[config.mk]
export PLATFORM = sky130hd
export DESIGN_NAME = voice_allocator
export DESIGN_NICKNAME = d
export VERILOG_FILES = /design/src/rtl/voice_allocator_pkg.sv /design/src/rtl/voice_lru.sv /design/src/rtl/voice_allocator.sv
export SDC_FILE = /design/constraint.sdc
export NUM_CORES = 1
export LEC_CHECK = 0
export CORE_MARGIN = 2
export CORE_UTILIZATION = 25
export CTS_CLUSTER_DIAMETER = 80
export DETAILED_ROUTE_END_ITERATION = 8
export DONT_BUFFER_PORTS = 1
export GPL_TIMING_DRIVEN = 1
export HOLD_SLACK_MARGIN = 0.1
export PLACE_DENSITY = 0.34
export SLEW_MARGIN = 40
export SYNTH_ARGS = -nofsm -noshare
export SYNTH_HDL_FRONTEND = slang
export SYNTH_SLANG_ARGS = --single-unit
[constraint.sdc]
create_clock -name clock_50_000_000 -period 8.2 [get_ports clock_50_000_000]
set_input_delay 0.82 -clock clock_50_000_000 [delete_from_list [all_inputs] [get_ports clock_50_000_000]]
set_output_delay 0.82 -clock clock_50_000_000 [all_outputs]
set_load 0.03 [all_outputs]
[src/rtl/voice_allocator_pkg.sv]
// Shared constants, voice-table types and allocator FSM states for voice_allocator.
package voice_allocator_pkg;
  localparam int NUM_VOICES = 8;
  localparam int NOTE_WIDTH = 7;
  localparam int VEL_WIDTH  = 7;
  localparam int IDX_W      = $clog2(NUM_VOICES);

  typedef logic [NOTE_WIDTH-1:0] note_t;
  typedef logic [VEL_WIDTH-1:0]  velocity_t;
  typedef logic [IDX_W-1:0]      idx_t;

  typedef struct packed {
    logic      active;
    logic      held;
    note_t     note;
    velocity_t velocity;
  } voice_t;

  typedef enum logic [1:0] {IDLE, SCAN, COMMIT} alloc_state_t;
endpackage

[src/rtl/voice_lru.sv]
// Per-slot age permutation; a touch makes the slot youngest and ages every younger slot by one.
// oldest_idx is combinational from the registered ages; touch takes effect on the next edge.
module voice_lru
  import voice_allocator_pkg::*;
(
  input  logic clock_50_000_000,
  input  logic reset_l,
  input  logic touch,
  input  idx_t touch_idx,
  output idx_t oldest_idx
);
  idx_t age_q [NUM_VOICES];
  idx_t age_d [NUM_VOICES];

  always_comb begin
    for (int i = 0; i < NUM_VOICES; i++) begin
      age_d[i] = age_q[i];
      if (touch) begin
        if (idx_t'(i) == touch_idx) begin
          age_d[i] = '0;
        end else if (age_q[i] < age_q[touch_idx]) begin
          age_d[i] = age_q[i] + 1'b1;
        end
      end
    end
  end

  always_comb begin
    oldest_idx = '0;
    for (int i = 0; i < NUM_VOICES; i++) begin
      if (age_q[i] == idx_t'(NUM_VOICES - 1)) oldest_idx = idx_t'(i);
    end
  end

  always_ff @(posedge clock_50_000_000 or negedge reset_l) begin
    if (!reset_l) begin
      for (int i = 0; i < NUM_VOICES; i++) age_q[i] <= idx_t'(i);
    end else begin
      for (int i = 0; i < NUM_VOICES; i++) age_q[i] <= age_d[i];
    end
  end
endmodule

[src/rtl/voice_allocator.sv]
// Polyphonic voice allocator: one event per NUM_VOICES+2 cycles, LRU stealing; all_off aborts and blocks ev_ready.
// Optional sustain pedal (held voices, release on pedal fall) is built when SUSTAIN_PEDAL_EN is defined.
module voice_allocator
  import voice_allocator_pkg::*;
(
  input  logic                             clock_50_000_000,
  input  logic                             reset_l,
  input  logic                             ev_valid,
  output logic                             ev_ready,
  input  logic                             ev_on,
  input  logic [NOTE_WIDTH-1:0]            ev_note,
  input  logic [VEL_WIDTH-1:0]             ev_velocity,
  input  logic                             all_off,
`ifdef SUSTAIN_PEDAL_EN
  input  logic                             sustain,
`endif
  output logic [NUM_VOICES-1:0]            voice_active,
  output logic [NUM_VOICES*NOTE_WIDTH-1:0] voice_note,
  output logic [NUM_VOICES*VEL_WIDTH-1:0]  voice_velocity,
  output logic [NUM_VOICES-1:0]            voice_trigger,
  output logic                             stolen
);
  alloc_state_t state_q, state_d;
  idx_t idx_q, idx_d, match_idx_q, match_idx_d, free_idx_q, free_idx_d;
  logic match_vld_q, match_vld_d, free_vld_q, free_vld_d;
  logic on_q, on_d, stolen_q, stolen_d, ev_ready_q, ev_ready_d;
  note_t note_q, note_d;
  velocity_t vel_q, vel_d;
  voice_t voices_q [NUM_VOICES];
  voice_t voices_d [NUM_VOICES];
  logic [NUM_VOICES-1:0] trigger_q, trigger_d;
  voice_t cur;
  idx_t slot, oldest_idx;
  logic touch, accept, sus_release, hold_off;

`ifdef SUSTAIN_PEDAL_EN
  logic sustain_q, sustain_d, sus_ev_q, sus_ev_d;
  assign sus_release = (state_q == IDLE) && sustain_q && !sustain;
  assign hold_off    = sus_ev_q;
  assign sustain_d   = (state_q == IDLE) ? sustain : sustain_q;
  assign sus_ev_d    = accept ? sustain : sus_ev_q;

  always_ff @(posedge clock_50_000_000 or negedge reset_l) begin
    if (!reset_l) begin
      sustain_q <= 1'b0;
      sus_ev_q  <= 1'b0;
    end else begin
      sustain_q <= sustain_d;
      sus_ev_q  <= sus_ev_d;
    end
  end
`else
  assign sus_release = 1'b0;
  assign hold_off    = 1'b0;
`endif

  assign ev_ready = ev_ready_q && (state_q == IDLE) && !all_off && !sus_release;
  assign accept   = ev_valid && ev_ready;

  voice_lru u_lru (
    .clock_50_000_000 (clock_50_000_000),
    .reset_l          (reset_l),
    .touch            (touch),
    .touch_idx        (slot),
    .oldest_idx       (oldest_idx)
  );

  always_comb begin
    state_d     = state_q;
    idx_d       = idx_q;
    on_d        = on_q;
    note_d      = note_q;
    vel_d       = vel_q;
    match_vld_d = match_vld_q;
    match_idx_d = match_idx_q;
    free_vld_d  = free_vld_q;
    free_idx_d  = free_idx_q;
    voices_d    = voices_q;
    trigger_d   = '0;
    stolen_d    = 1'b0;
    ev_ready_d  = 1'b0;
    touch       = 1'b0;
    slot        = '0;
    cur         = voices_q[idx_q];
    if (all_off) begin
      for (int i = 0; i < NUM_VOICES; i++) begin
        voices_d[i].active = 1'b0;
        voices_d[i].held   = 1'b0;
      end
      state_d = IDLE;
    end else begin
      case (state_q)
        IDLE: begin
          ev_ready_d = !accept;
          if (sus_release) begin
            for (int i = 0; i < NUM_VOICES; i++) begin
              if (voices_q[i].held) begin
                voices_d[i].active = 1'b0;
                voices_d[i].held   = 1'b0;
              end
            end
          end
          if (accept) begin
            // velocity-0 note-on is folded into note-off here so SCAN/COMMIT see one flag
            on_d        = ev_on && (ev_velocity != '0);
            note_d      = ev_note;
            vel_d       = ev_velocity;
            idx_d       = '0;
            match_vld_d = 1'b0;
            free_vld_d  = 1'b0;
            state_d     = SCAN;
          end
        end
        SCAN: begin
          if (cur.active && (cur.note == note_q) && !match_vld_q) begin
            match_vld_d = 1'b1;
            match_idx_d = idx_q;
          end
          if (!cur.active && !free_vld_q) begin
            free_vld_d = 1'b1;
            free_idx_d = idx_q;
          end
          idx_d = idx_q + 1'b1;
          if (idx_q == idx_t'(NUM_VOICES - 1)) state_d = COMMIT;
        end
        COMMIT: begin
          state_d = IDLE;
          if (on_q) begin
            slot     = match_vld_q ? match_idx_q : (free_vld_q ? free_idx_q : oldest_idx);
            stolen_d = !match_vld_q && !free_vld_q;
            voices_d[slot].active   = 1'b1;
            voices_d[slot].held     = 1'b0;
            voices_d[slot].note     = note_q;
            voices_d[slot].velocity = vel_q;
            trigger_d[slot] = 1'b1;
            touch           = 1'b1;
          end else if (match_vld_q) begin
            if (hold_off) voices_d[match_idx_q].held   = 1'b1;
            else          voices_d[match_idx_q].active = 1'b0;
          end
        end
        default: state_d = IDLE;
      endcase
    end
  end

  always_ff @(posedge clock_50_000_000 or negedge reset_l) begin
    if (!reset_l) begin
      state_q     <= IDLE;
      idx_q       <= '0;
      on_q        <= 1'b0;
      note_q      <= '0;
      vel_q       <= '0;
      match_vld_q <= 1'b0;
      match_idx_q <= '0;
      free_vld_q  <= 1'b0;
      free_idx_q  <= '0;
      trigger_q   <= '0;
      stolen_q    <= 1'b0;
      ev_ready_q  <= 1'b0;
      for (int i = 0; i < NUM_VOICES; i++) voices_q[i] <= '0;
    end else begin
      state_q     <= state_d;
      idx_q       <= idx_d;
      on_q        <= on_d;
      note_q      <= note_d;
      vel_q       <= vel_d;
      match_vld_q <= match_vld_d;
      match_idx_q <= match_idx_d;
      free_vld_q  <= free_vld_d;
      free_idx_q  <= free_idx_d;
      trigger_q   <= trigger_d;
      stolen_q    <= stolen_d;
      ev_ready_q  <= ev_ready_d;
      for (int i = 0; i < NUM_VOICES; i++) voices_q[i] <= voices_d[i];
    end
  end

  always_comb begin
    for (int i = 0; i < NUM_VOICES; i++) begin
      voice_active[i]                              = voices_q[i].active;
      voice_note[i*NOTE_WIDTH +: NOTE_WIDTH]       = voices_q[i].note;
      voice_velocity[i*VEL_WIDTH +: VEL_WIDTH]     = voices_q[i].velocity;
    end
  end

  assign voice_trigger = trigger_q;
  assign stolen        = stolen_q;
endmodule

==> results.md <==
- The run finished with clean final reports.
- The clock arrives with 0.0121 ns of skew.
- The cell count after synthesis is 845.
- The clock network latency to the later pin of the worst-skew pair is 0.44 ns.
- The power density relative to cell area is around 230 mW/mm^2.
- The count of cells along the worst register-to-register path is 16.
- Counting flops with a built-in enable in the synthesized netlist gives 0.
- Across the run, the number of max-cap violations was 0.
- The kind of critical path is reg2reg.
- The initial standard-cell utilization of the core is 25.5%.
- The number of port buffers is 0.
- Once layout is complete, the utilization of the core stands at slightly below 30%.
- The analysis attributes to cell leakage a power of 0.00466 uW.
- The final critical delay including setup and external delays is 3.90 ns.
- The layout net count is 864.
- The CTS sink count is around 180.
- The count of pins on the block boundary is 149.
- The number of vias per cell is 4.81.
- The total inserted antenna cells is 0.
- During synthesis, Yosys emitted a total of 0 warnings.
- The mean post-synth cell area is approximately 10 um^2.
- The netlist area before placement is 0.00859 mm^2.
- The longest clock path from root to sink contains 2 buffers.
- The max-slew violation count came to 0.
- The post-CTS setup-driven buffer insertion count is 0.
- Adding up every negative setup slack in the final design gives 0 ns.
- Of all flip-flops after synthesis, the portion carrying an async set or reset was 100%.
- Once detailed placement completed, the half-perimeter wirelength came to roughly 18000 um.
- In this run the tightest slew margin relative to its limit is 45.6%.
- CTS built an H-tree with a depth of 4.
- The critical path data required time is 8.54 ns.
- The first global-routing pass estimated between 40000 and 50000 um of wire.
- Setup violations remaining at the end of the flow were counted as 0.
- The total routing usage reported by global routing is 16.0%.
- Hold is met by between 0.2 and 0.25 ns.
- The row count is 67.
- The type of destination of the critical path is a register.
- Synthesis produced a netlist with a net count of 889.
- The library cells used most frequently in the layout, excluding fill and tap cells, are nand2_1, dfrtp_1, mux2_2.
- The routed design has 28100 um of wire.
- Once the clock tree was built, the resizer swapped 0 gates to a different size.
- The library cell used most frequently in the layout, excluding fill and tap cells, is nand2_1.
- The flip-flop and latch count after synthesis is between 150 and 200.
- The tightest min-delay check is of the in2async type.
- Compared with the post-synthesis result, the final layout area differs by 13.1%.
- CTS placed an instance of clkbuf_16 at the clock tree root.
- Clock-pin slew was measured on the worst setup and hold paths at 0.07 ns.
- Of all nets on the critical path, the largest fanout is 20.
- Entering global routing, the biggest net connects 171 pins.
- The number of antenna violations at the first check in global routing was 0.
- The average wire per cell in the routed design is between 20 and 25 um.
- VDD sags by at most 0.000161 V.
- The number of global-route vias before repair is between 6000 and 7000.
- The worst setup slack before clock tree synthesis is between 3 and 4 ns.
- Once detail routing completed, the nets flagged for antenna violations numbered 0.
- The data arrival time of the worst path is around 4.2 ns.
- Sequential cells were found to cover a little over half of the synthesized design area.
- Once routing completed, OpenROAD measured the worst setup slack at 4.30 ns.
- At the end of routability-driven placement, the weighted congestion stood at 0.757.
- At the pin with the least slew margin, the transition time is approximately 0.8 ns.
- The DRC violation count after routing is 0.
- The die is approximately 190 um wide.
- The standard cell core area is 0.0337 mm^2.
- The worst path uses 47.6% of the clock period.
- The clock tree from TritonCTS is yes.
- The routed layout has 6158 vias.
- Setup repair after global routing left no endpoint under its margin.
- The number of different library cells in the post-synthesis netlist is 64.
- The full die area is 0.0358 mm^2.
- The die is approximately 190 um tall.
- After global routing the overflow that remains totals 0.
- The achievable clock frequency is 0.256 GHz.
- The detailed router finished its first iteration with ~420 violations.
- The length of the first detailed-routing pass in iterations is 4.
- The number of endpoints with negative hold slack in the final report is 0.
- Of the cells placed in the final design, the portion with a size suffix greater than 1 is roughly 17%.
- The number of buffers added by the clock tree synthesis step is 17.
- For this run, the leading register cell type out of synthesis is dfrtp_1.
- The sort of element at the start of the critical path is a register.
-- state kept, by name, summed over array words and instances, names as in the netlist, 2 cells and up --
register,cells
free_idx_q,3
idx_q,3
match_idx_q,3
note_q,7
state_q,2
u_lru.age_q,24
vel_q,7
voice_active,8
voice_note,56
voice_trigger,8
voice_velocity,56
-- cells in the mapped netlist, drive strengths merged, types with 3 or more instances --
library cell  number  area, um^2
nor2b              9        56.3
inv                9        33.8
a22o               4        35.0
o21ai             28         140
dfstp             12         315
nand2b             7        43.8
mux2i             13         130
nor3               9        50.1
nor2              29         109
a21oi             20         104
xnor2             10        87.6
dfrtp            170        4250
mux2              50         563
nand2            296        1120
nor4               4        40.0
nor4b              3        26.3
buf               12        61.3
mux4              16         360
nand3             18        90.1
ha                25         313
o32a               5        50.1
a311o              5        50.1
a31oi              4        25.0
clkbuf            44         168
and2               4        27.5
o41ai              3        26.3
-- final timing paths --
path                                startpoint  slack (ns)         endpoint
setup / recovery                u_lru.age_q[6]        4.30   u_lru.age_q[4]
hold / removal                         reset_l        0.23  u_lru.age_q[11]
setup reg to reg                u_lru.age_q[6]        4.30   u_lru.age_q[4]
hold reg to reg                u_lru.age_q[13]        0.51  u_lru.age_q[13]
max in group asynchronous              reset_l        7.08         idx_q[1]
min in group clock_50_000_000          all_off        0.44  voice_active[0]
-- worst max-delay path, cell delays in order, from the launching register on --
cell and delay, ns:
dfstp_2 0.58, ha_1 0.15, ha_1 0.26, inv_1 0.07
a221o_1 0.36, a21oi_1 0.13, buf_4 0.26, nor3_1 0.08
a31oi_1 0.18, nor2_1 0.07, a21oi_1 0.20, o22ai_2 0.22
ha_1 0.35, a311o_1 0.32, a21oi_1 0.30, mux2i_1 0.23
nor2_1 0.06
-- where the power goes --
group          internal, uW  leakage, uW  switching (uW)
clock network           467     0.000304             409
registers               932      0.00246             132
logic                   119      0.00190             187
total                  1520      0.00466             727
-- cell type report --
cell class | count | area, um^2
clock inverter | 15 | 188
timing repair buffer | 12 | 130
fill | 3521 | 24000
tap | 448 | 561
inverter | 9 | 33.8
multi-input combinational | 598 | 3800
clock buffer | 17 | 425
sequential | 182 | 4570
-- per-layer routing --
layer	vias up	track usage (%)	share of wire, %
met3	20	4.54	5.8
li1	2832	-	-
met1	3172	21.7	46
met5	-	0	0
met4	0	4.23	1.5
met2	134	24.9	46
-- timing repair --
action,in CTS,in global routing
setup endpoints to repair,0,0
hold buffers,1,0
endpoints found under the hold margin,170,0
-- per-stage QoR --
stage / total power [uW] / area (um^2) / instances
3_3_place_gp: 1360 / 9010 / 1247
4_1_cts: 2270 / 9670 / 1280
3_5_place_dp: 1370 / 9030 / 1247
5_1_grt: 2360 / 9710 / 1281
2_1_floorplan: 1270 / 8590 / 845
6_report: 2250 / 9710 / 1281
-- kinds of logic (layout without fill, tap and decap cells) --
group	Yosys count	count (layout)	synth area share, %
buf+inv	65	53	3.06
simple gates	390	390	19.1
mux	79	79	12.3
flops	182	182	53.2
xor+xnor	12	12	1.22
compound gates	91	91	7.33
fa+ha+maj	26	26	3.77
Note: power is estimated with default switching activity, not from simulation.
